[src/rtl/run_controller_pkg.sv]
// Shared state encoding for the run controller and the HEX display decoder.
package run_controller_pkg;

  localparam int STATE_W = 3;

  typedef enum logic [STATE_W-1:0] {
    ST_RUN     = 3'd0,
    ST_PAUSED  = 3'd1,
    ST_STEP    = 3'd2,
    ST_WAIT_IN = 3'd3,
    ST_PRINT   = 3'd4,
    ST_COMMIT  = 3'd5
  } run_state_t;

endpackage

[src/rtl/edge_sync.sv]
// Multi-stage synchroniser for an asynchronous level; PULSE=1 turns the
// output into a one-cycle strobe on each synchronised rising edge.
module edge_sync #(
  parameter int STAGES = 2,
  parameter bit PULSE  = 1'b0
) (
  input  logic clk,
  input  logic reset,
  input  logic din,
  output logic dout
);

  logic [STAGES-1:0] sync_q;
  logic              prev_q;

  always_ff @(posedge clk) begin
    if (reset) begin
      sync_q <= '0;
      prev_q <= 1'b0;
    end else begin
      sync_q <= {sync_q[STAGES-2:0], din};
      prev_q <= sync_q[STAGES-1];
    end
  end

  assign dout = PULSE ? (sync_q[STAGES-1] & ~prev_q) : sync_q[STAGES-1];

endmodule

[src/rtl/run_controller.sv]
// Run/pause/step sequencer for the single-cycle datapath, with IN stalls
// waiting for the enter key and fixed-length PRINT holds.
module run_controller
  import run_controller_pkg::*;
#(
  parameter int DATA_W            = 4,
  parameter int PRINT_HOLD_CYCLES = 4,
  parameter int SYNC_STAGES       = 2
) (
  input  logic              clk,
  input  logic              reset,
  input  logic              pause_sw,
  input  logic              enter,
  input  logic              in_req,
  input  logic              print_req,
  input  logic [DATA_W-1:0] sw_value,
  output logic              cpu_en,
  output logic [31:0]       in_value,
  output logic              in_ack,
  output logic              print_active,
  output logic [2:0]        state
);

  localparam int CNT_W = (PRINT_HOLD_CYCLES > 1) ? $clog2(PRINT_HOLD_CYCLES) : 1;
  localparam logic [CNT_W-1:0] HOLD_LOAD = CNT_W'(PRINT_HOLD_CYCLES - 1);

  run_state_t       cur_state, next_state;
  logic [CNT_W-1:0] hold_cnt;
  logic [31:0]      in_value_q;
  logic             commit_is_in;
  logic             pause_s, enter_pulse;
  logic             cpu_en_c, load_cnt, dec_cnt, capture_in, commit_print;

  edge_sync #(.STAGES(SYNC_STAGES), .PULSE(1'b0)) u_pause_sync (
    .clk   (clk),
    .reset (reset),
    .din   (pause_sw),
    .dout  (pause_s)
  );

  edge_sync #(.STAGES(SYNC_STAGES), .PULSE(1'b1)) u_enter_sync (
    .clk   (clk),
    .reset (reset),
    .din   (enter),
    .dout  (enter_pulse)
  );

  always_comb begin
    next_state   = cur_state;
    cpu_en_c     = 1'b0;
    load_cnt     = 1'b0;
    dec_cnt      = 1'b0;
    capture_in   = 1'b0;
    commit_print = 1'b0;
    case (cur_state)
      ST_RUN, ST_STEP: begin
        // Ordinary instructions commit here; IN/PRINT defer their commit.
        cpu_en_c = ~in_req & ~print_req;
        if (in_req) begin
          next_state = ST_WAIT_IN;
        end else if (print_req) begin
          next_state = ST_PRINT;
          load_cnt   = 1'b1;
        end else if (cur_state == ST_STEP) begin
          next_state = ST_PAUSED;
        end else if (pause_s) begin
          next_state = ST_PAUSED;
        end
      end
      ST_PAUSED: begin
        if (!pause_s)        next_state = ST_RUN;
        else if (enter_pulse) next_state = ST_STEP;
      end
      ST_WAIT_IN: begin
        if (enter_pulse) begin
          capture_in = 1'b1;
          next_state = ST_COMMIT;
        end
      end
      ST_PRINT: begin
        if (hold_cnt == '0) begin
          commit_print = 1'b1;
          next_state   = ST_COMMIT;
        end else begin
          dec_cnt = 1'b1;
        end
      end
      ST_COMMIT: begin
        cpu_en_c   = 1'b1;
        next_state = pause_s ? ST_PAUSED : ST_RUN;
      end
      default: next_state = ST_RUN;
    endcase
  end

  always_ff @(posedge clk) begin
    if (reset) begin
      cur_state    <= ST_RUN;
      hold_cnt     <= '0;
      in_value_q   <= '0;
      commit_is_in <= 1'b0;
    end else begin
      cur_state <= next_state;
      if (load_cnt)     hold_cnt <= HOLD_LOAD;
      else if (dec_cnt) hold_cnt <= hold_cnt - CNT_W'(1);
      if (capture_in) begin
        in_value_q   <= 32'(sw_value);
        commit_is_in <= 1'b1;
      end else if (commit_print) begin
        commit_is_in <= 1'b0;
      end
    end
  end

  // Strobes are forced low while reset is asserted so nothing commits mid-reset.
  assign cpu_en       = cpu_en_c & ~reset;
  assign in_ack       = (cur_state == ST_COMMIT) & commit_is_in & ~reset;
  assign print_active = ((cur_state == ST_PRINT) |
                         ((cur_state == ST_COMMIT) & ~commit_is_in)) & ~reset;
  assign in_value     = in_value_q;
  assign state        = cur_state;

endmodule

[config.mk]
export PLATFORM = sky130hd
export DESIGN_NAME = run_controller
export DESIGN_NICKNAME = d
export VERILOG_FILES = /design/src/rtl/run_controller_pkg.sv /design/src/rtl/edge_sync.sv /design/src/rtl/run_controller.sv
export SDC_FILE = /design/constraint.sdc
export NUM_CORES = 1
export LEC_CHECK = 0
export CAP_MARGIN = 20
export CORE_MARGIN = 2
export CORE_UTILIZATION = 34
export DETAILED_ROUTE_END_ITERATION = 8
export GPL_TIMING_DRIVEN = 0
export PLACE_DENSITY = 0.73
export SYNTH_ARGS = -nofsm -noshare
export SYNTH_HDL_FRONTEND = slang
export SYNTH_HIERARCHICAL = 1
export SYNTH_SLANG_ARGS = --single-unit
[constraint.sdc]
create_clock -name clk -period 1.3 [get_ports clk]
set_input_delay 0.26 -clock clk [delete_from_list [all_inputs] [get_ports clk]]
set_output_delay 0.26 -clock clk [all_outputs]
set_load 0.02 [all_outputs]
Yosys cells after proc, flatten, opt, wreduce, memory -nomap -nowiden
Cells that the tools add are included.

Register bits: 15. Word-level logic and storage cells: 60.

Add/sub/neg operators: 1. Equality and inequality tests: 9. Muxes and demuxes: 24. Bitwise operators: 13. Reductions and logical operators: 6.

Operators with widths (number): 2-to-1 mux 3 bit (8); case mux 3 bit (5 select lines) (1); 2-to-1 mux 1 bit (12); bitwise AND 1 bit (7); == test 3 x 2 -> 1 bit (second input constant) (2); == test 3 bit (second input constant) (2); != test 5 x 4 -> 1 bit (second input constant) (1); inverter 1 bit (5); 2-to-1 mux 2 bit (2); != test 2 bit (second input constant) (2); AND reduction 4 bit (1); nonzero test 2 bit (2); == test 3 x 1 -> 1 bit (second input constant) (1); logical NOT 3 bit (1); != test 3 bit (second input constant) (1); logical NOT 2 bit (1); case mux 1 bit (2 select lines) (1); OR reduction 2 bit (1); subtractor 2 x 1 -> 2 bit (second input constant) (1); OR 1 bit (1).

Longest topological paths before layout
Depth after elaboration: 5. Mapped depth: 5. Depth with buffers taken out: 5.

Modules after synthesis
The synthesis kept the hierarchy.

By module, submodules not included: run_controller (area each 755.7 um2, times used 1, cells an instance 92, seq. area each 200.2 um2); edge_sync at u_enter_sync (area each 87.6 um2, times used 1, cells an instance 7, seq. area each 60.1 um2); edge_sync at u_pause_sync (area each 52.6 um2, times used 1, cells an instance 4, seq. area each 40.0 um2).

Worst setup path after synthesis
OpenSTA, ideal clock, no wires.

Path kind: register -> output. Start point: register cur_state[2] (netlist: state[2]). End point: output print_active. Arrival time: 1203 ps. Slack: -163 ps. Data required time: 1040 ps. Cell stages (with the launch flop): 4. Path buffers: 1. Cells stage by stage: dfxtp_1 -> clkbuf_1 -> nand2_1 -> a21oi_1.

Longest elaborated chain between the ends: 4.

Ends and longest elaborated chain: start, declared (RTL line run_controller.sv:27) `run_state_t cur_state, next_state;`; start signal, assigned (RTL line run_controller.sv:103) `cur_state <= next_state;`; == test 3 bit (RTL line run_controller.sv:119) `((cur_state == ST_COMMIT) & ~commit_is_in)) & ~reset;`; bitwise AND 1 bit (RTL line run_controller.sv:119); OR 1 bit (*) (RTL line run_controller.sv:118) `assign print_active = ((cur_state == ST_PRINT) |`; bitwise AND 1 bit (*) (RTL line run_controller.sv:119); end, declared (RTL line run_controller.sv:20) `output logic print_active,`.

Every way passes the cells marked *; elsewhere a longest branch is shown, timed or not.

Final worst setup path
Start point: register cur_state[0] (netlist: state[0]). End point: output cpu_en.

Longest elaborated chain between the ends: 4.

Ends and longest elaborated chain: == test 3 x 2 -> 1 bit / logical NOT 3 bit (equally long branches) (RTL line run_controller.sv:55) `case (cur_state)`; OR reduction 2 bit (RTL line run_controller.sv:55); case mux 1 bit (2 select lines) (*) (RTL line run_controller.sv:55); bitwise AND 1 bit (*) (RTL line run_controller.sv:116) `assign cpu_en = cpu_en_c & ~reset;`; end, declared (RTL line run_controller.sv:17) `output logic cpu_en,`.

Marks and branches as above.

==> results.yml <==
setup_path:
  worstPathCellList: "buf_6, nor4_2, a21oi_1, nor2_2, buf_6"
  critPathBufInv: 2
  worst_setup_path_end_kind: "primary output"
  rr_worst_depth: 4
  cpMostUsedCell: "buf_6"
  r2r_start: "state[0]$_SDFFE_PP0P_"
  worstPathMaxFanout: 4
  path_delay_family: "flip-flops"
  arrival_ns: 1.32
  crit_start: "state[0]$_SDFFE_PP0P_"
  r2r_end: "state[2]$_SDFFE_PP0P_"
  ff2ff_setup_slack_ns: -0.11
  cp_slowest_cell: "dfxtp_4"
  cp-start-kind: "flop"
  crit_type: "reg2out"
  slowest_delay_ns: 0.37
  required_ns: 1.04
timing:
  setup_slack_ns: -0.2823
  fmax_mhz: 632.0
  period_share_pct: 121.7
  tns_ns: -0.8430
  finClkSkew_ns: 0.005158
  min_period_ns: 1.582
  maxSlewViolCount: 0
  setup_viol: 7
  hold_viol: 0
  rsz0062_at_grt: "true"
global_routing:
  grt_start_max_net_pins: 11
  grt.total_usage_pct: 13.62
  grt_pass1_vias: 785
  grt_pass1_wl_mm: 3.519
  antenna_found_initial: 0
  grt_overflow: 0
final_layout:
  utilization_pct: 62.53
  final_cells: 202
  drive_gt1_share_pct: 48.26
  synthToLayoutAreaGrowth_pct: 72.91
  nFillCells: 226
  antenna_cells: 0
  final_nets: 184
detailed_routing:
  first_pass_iters: 4
  drt_wl_total_mm: 2.175
  routedWlPerCell_um: 10.77
  vias: 850
  via_per_inst: 4.208
  drc: 0
  antenna_left: 0
  first_iter_violations: 12
synthesis:
  syn-cell-area_um2: 895.9
  ys_warn_count: 6
  ys_ff_latch: 15
  yosys.area.top_type: "dfxtp_1"
  ys_top_cells_by_area: "dfxtp_1, buf_4, mux2i_1, nor2b_1, nor2_1"
  syn_avg_cell_area_um2: 8.698
  syn_inst: 103
  synth_cell_types: 30
  synth_top_area_share_pct: 33.52
  ys_seq_area_share_pct: 33.52
power_and_ir_drop:
  power_leakage_nw: 0.7863
  clockPowerShare_pct: 15.6
  pwr-share-seq_pct: 33.3
  switchingPower_w: 0.0005626
  vdd_drop_max_uv: 852.0
  p_int_w: 0.001073
  swShare_pct: 34.41
  p_per_area_nw_per_um2: 1056
  combPwrFrac_pct: 51.0
clock_tree:
  postCtsHoldBufs: 0
  cts_sinks: 15
  clkSlewWorstSetupHoldPaths_ns: 0.09
  insertion_delay_ns: 0.27
  clock_path_buffers: 2
  cts_inserted_buffers: 3
  root_buffer: "clkbuf_4"
  htreeDepth: 1
  cts_tree: "yes"
floorplanning:
  die-width_um: 55.33
  dieArea_um2: 3061
  core-area_um2: 2477
  io_pins: 48
  num_rows: 18
  die_y_um: 55.33
  start_util_pct: 36.16
placed_design:
  gp_congestion: 0.8674
  io_buffers: 19
  dp_slack_ns: -1.071
  dp.cells: 179
  dp_hpwl_mm: 1.371
worst_hold_path:
  min_path_type: "in2reg"
  hold_start: "reset"
  hold_end: "u_enter_sync/sync_q[0]$_SDFF_PP0_"
  holdPathStages: 2
status:
  violations: "setup timing"
  outcome: "finished with violations"
job:
  cap_violations: 0
layout make-up:
cell class | count | area [um2] | share of cell area [%]
Multi-Input combinational cell | 80 | 554.3 | 35.78
Timing Repair Buffer | 38 | 341.6 | 22.05
Sequential cell | 15 | 314.1 | 20.27
Buffer | 32 | 264.0 | 17.04
Tap cell | 30 | 37.54 | 2.423
Clock buffer | 4 | 26.28 | 1.696
Inverter | 3 | 11.26 | 0.7270
power by group through the flow:
stage	Clock [W]	Combinational, W	Sequential (W)
after floorplan	0	0.000382	0.000586
after global placement	0	0.000530	0.000567
after detailed placement	0	0.000539	0.000568
after CTS	0.000265	0.000694	0.000542
after global routing	0.000290	0.000891	0.000552
final	0.000256	0.000834	0.000545
timing repair:
action / in CTS / in global routing
setup buffers: 12 / 7
pin swaps: 7 / 6
cloned: 0 / 0
endpoints found under the setup margin: 18 / 12
gates resized for setup: 50 / 11
synth_stat cells:
cell type,n
buf_4,28
dfxtp_1,15
nor2_1,9
nor2b_1,8
mux2i_1,5
a21oi_1,4
nand2_1,4
inv_1,3
a211oi_1,2
buf_2,2
clkbuf_1,2
nor3_1,2
nor3b_1,2
a2111oi_0,1
a211o_1,1
a31oi_1,1
and2_1,1
conb_1,1
ha_1,1
mux2_1,1
nand4b_1,1
nor2b_2,1
nor4_1,1
nor4b_1,1
nor4b_2,1
o31a_1,1
o31ai_1,1
o32ai_1,1
or3b_1,1
xnor2_1,1
worst max-delay path by stage:
stage                               end  cells after the start
5_1_grt                          cpu_en                      5
4_1_cts                          cpu_en                      5
3_5_place_dp                     in_ack                      6
3_3_place_gp               print_active                      6
2_1_floorplan  hold_cnt[1]$_SDFFE_PP0P_                      5
6_report                         cpu_en                      5
cells by family (layout without fill, tap and decap cells):
logic type	count (synthesis)	after routing	synth area share [%]
adders and majority gates	1	1	1.396
muxes	6	6	6.844
AOI/OAI and AO/OA	12	12	9.359
and+or+nand+nor	32	32	20.81
xor gates and xnor gates	1	1	0.9778
buffers and inverters	35	77	26.68
DFF	15	15	33.52
other	1	28	0.4186
layer usage:
layer	global-route usage, %	wire, um	vias to the layer above
li1	-	-	431
met1	17.05	845	373
met2	23.47	1106	42
met3	3.279	200	4
met4	3.136	23	0
met5	0	0	-
metrics by stage:
| stage | power, W | hold WS [ns] | cell area (um2) |
|---|---|---|---|
| after floorplan | 0.0009685 | 0.3316 | 1060 |
| after global placement | 0.001096 | 0.4205 | 1287 |
| after detailed placement | 0.001107 | 0.4245 | 1287 |
| after CTS | 0.001502 | 0.3477 | 1454 |
| after global routing | 0.001733 | 0.3784 | 1549 |
| final | 0.001635 | 0.3633 | 1549 |
placed cells by master (no fill, tap or decap), drive strengths merged, types with 2 or more instances in the layout:
| cell type | instances |
|---|---|
| nand2 | 4 |
| a211oi | 2 |
| nor2b | 9 |
| nor3b | 2 |
| dlygate4sd2 | 8 |
| mux2i | 5 |
| clkdlybuf4s50 | 6 |
| dfxtp | 15 |
| nor3 | 2 |
| nor2 | 9 |
| inv | 3 |
| a21oi | 4 |
| buf | 53 |
| nor4b | 2 |
| clkbuf | 6 |
| conb | 28 |
sequential cells by signal, summed over array words and instances (netlist names):
register and count:
commit_is_in 1, hold_cnt 2, in_value 4, state 3
u_enter_sync/prev_q 1, u_enter_sync/sync_q 2, u_pause_sync/sync_q 2
Note: power is estimated with default switching activity, not from simulation.
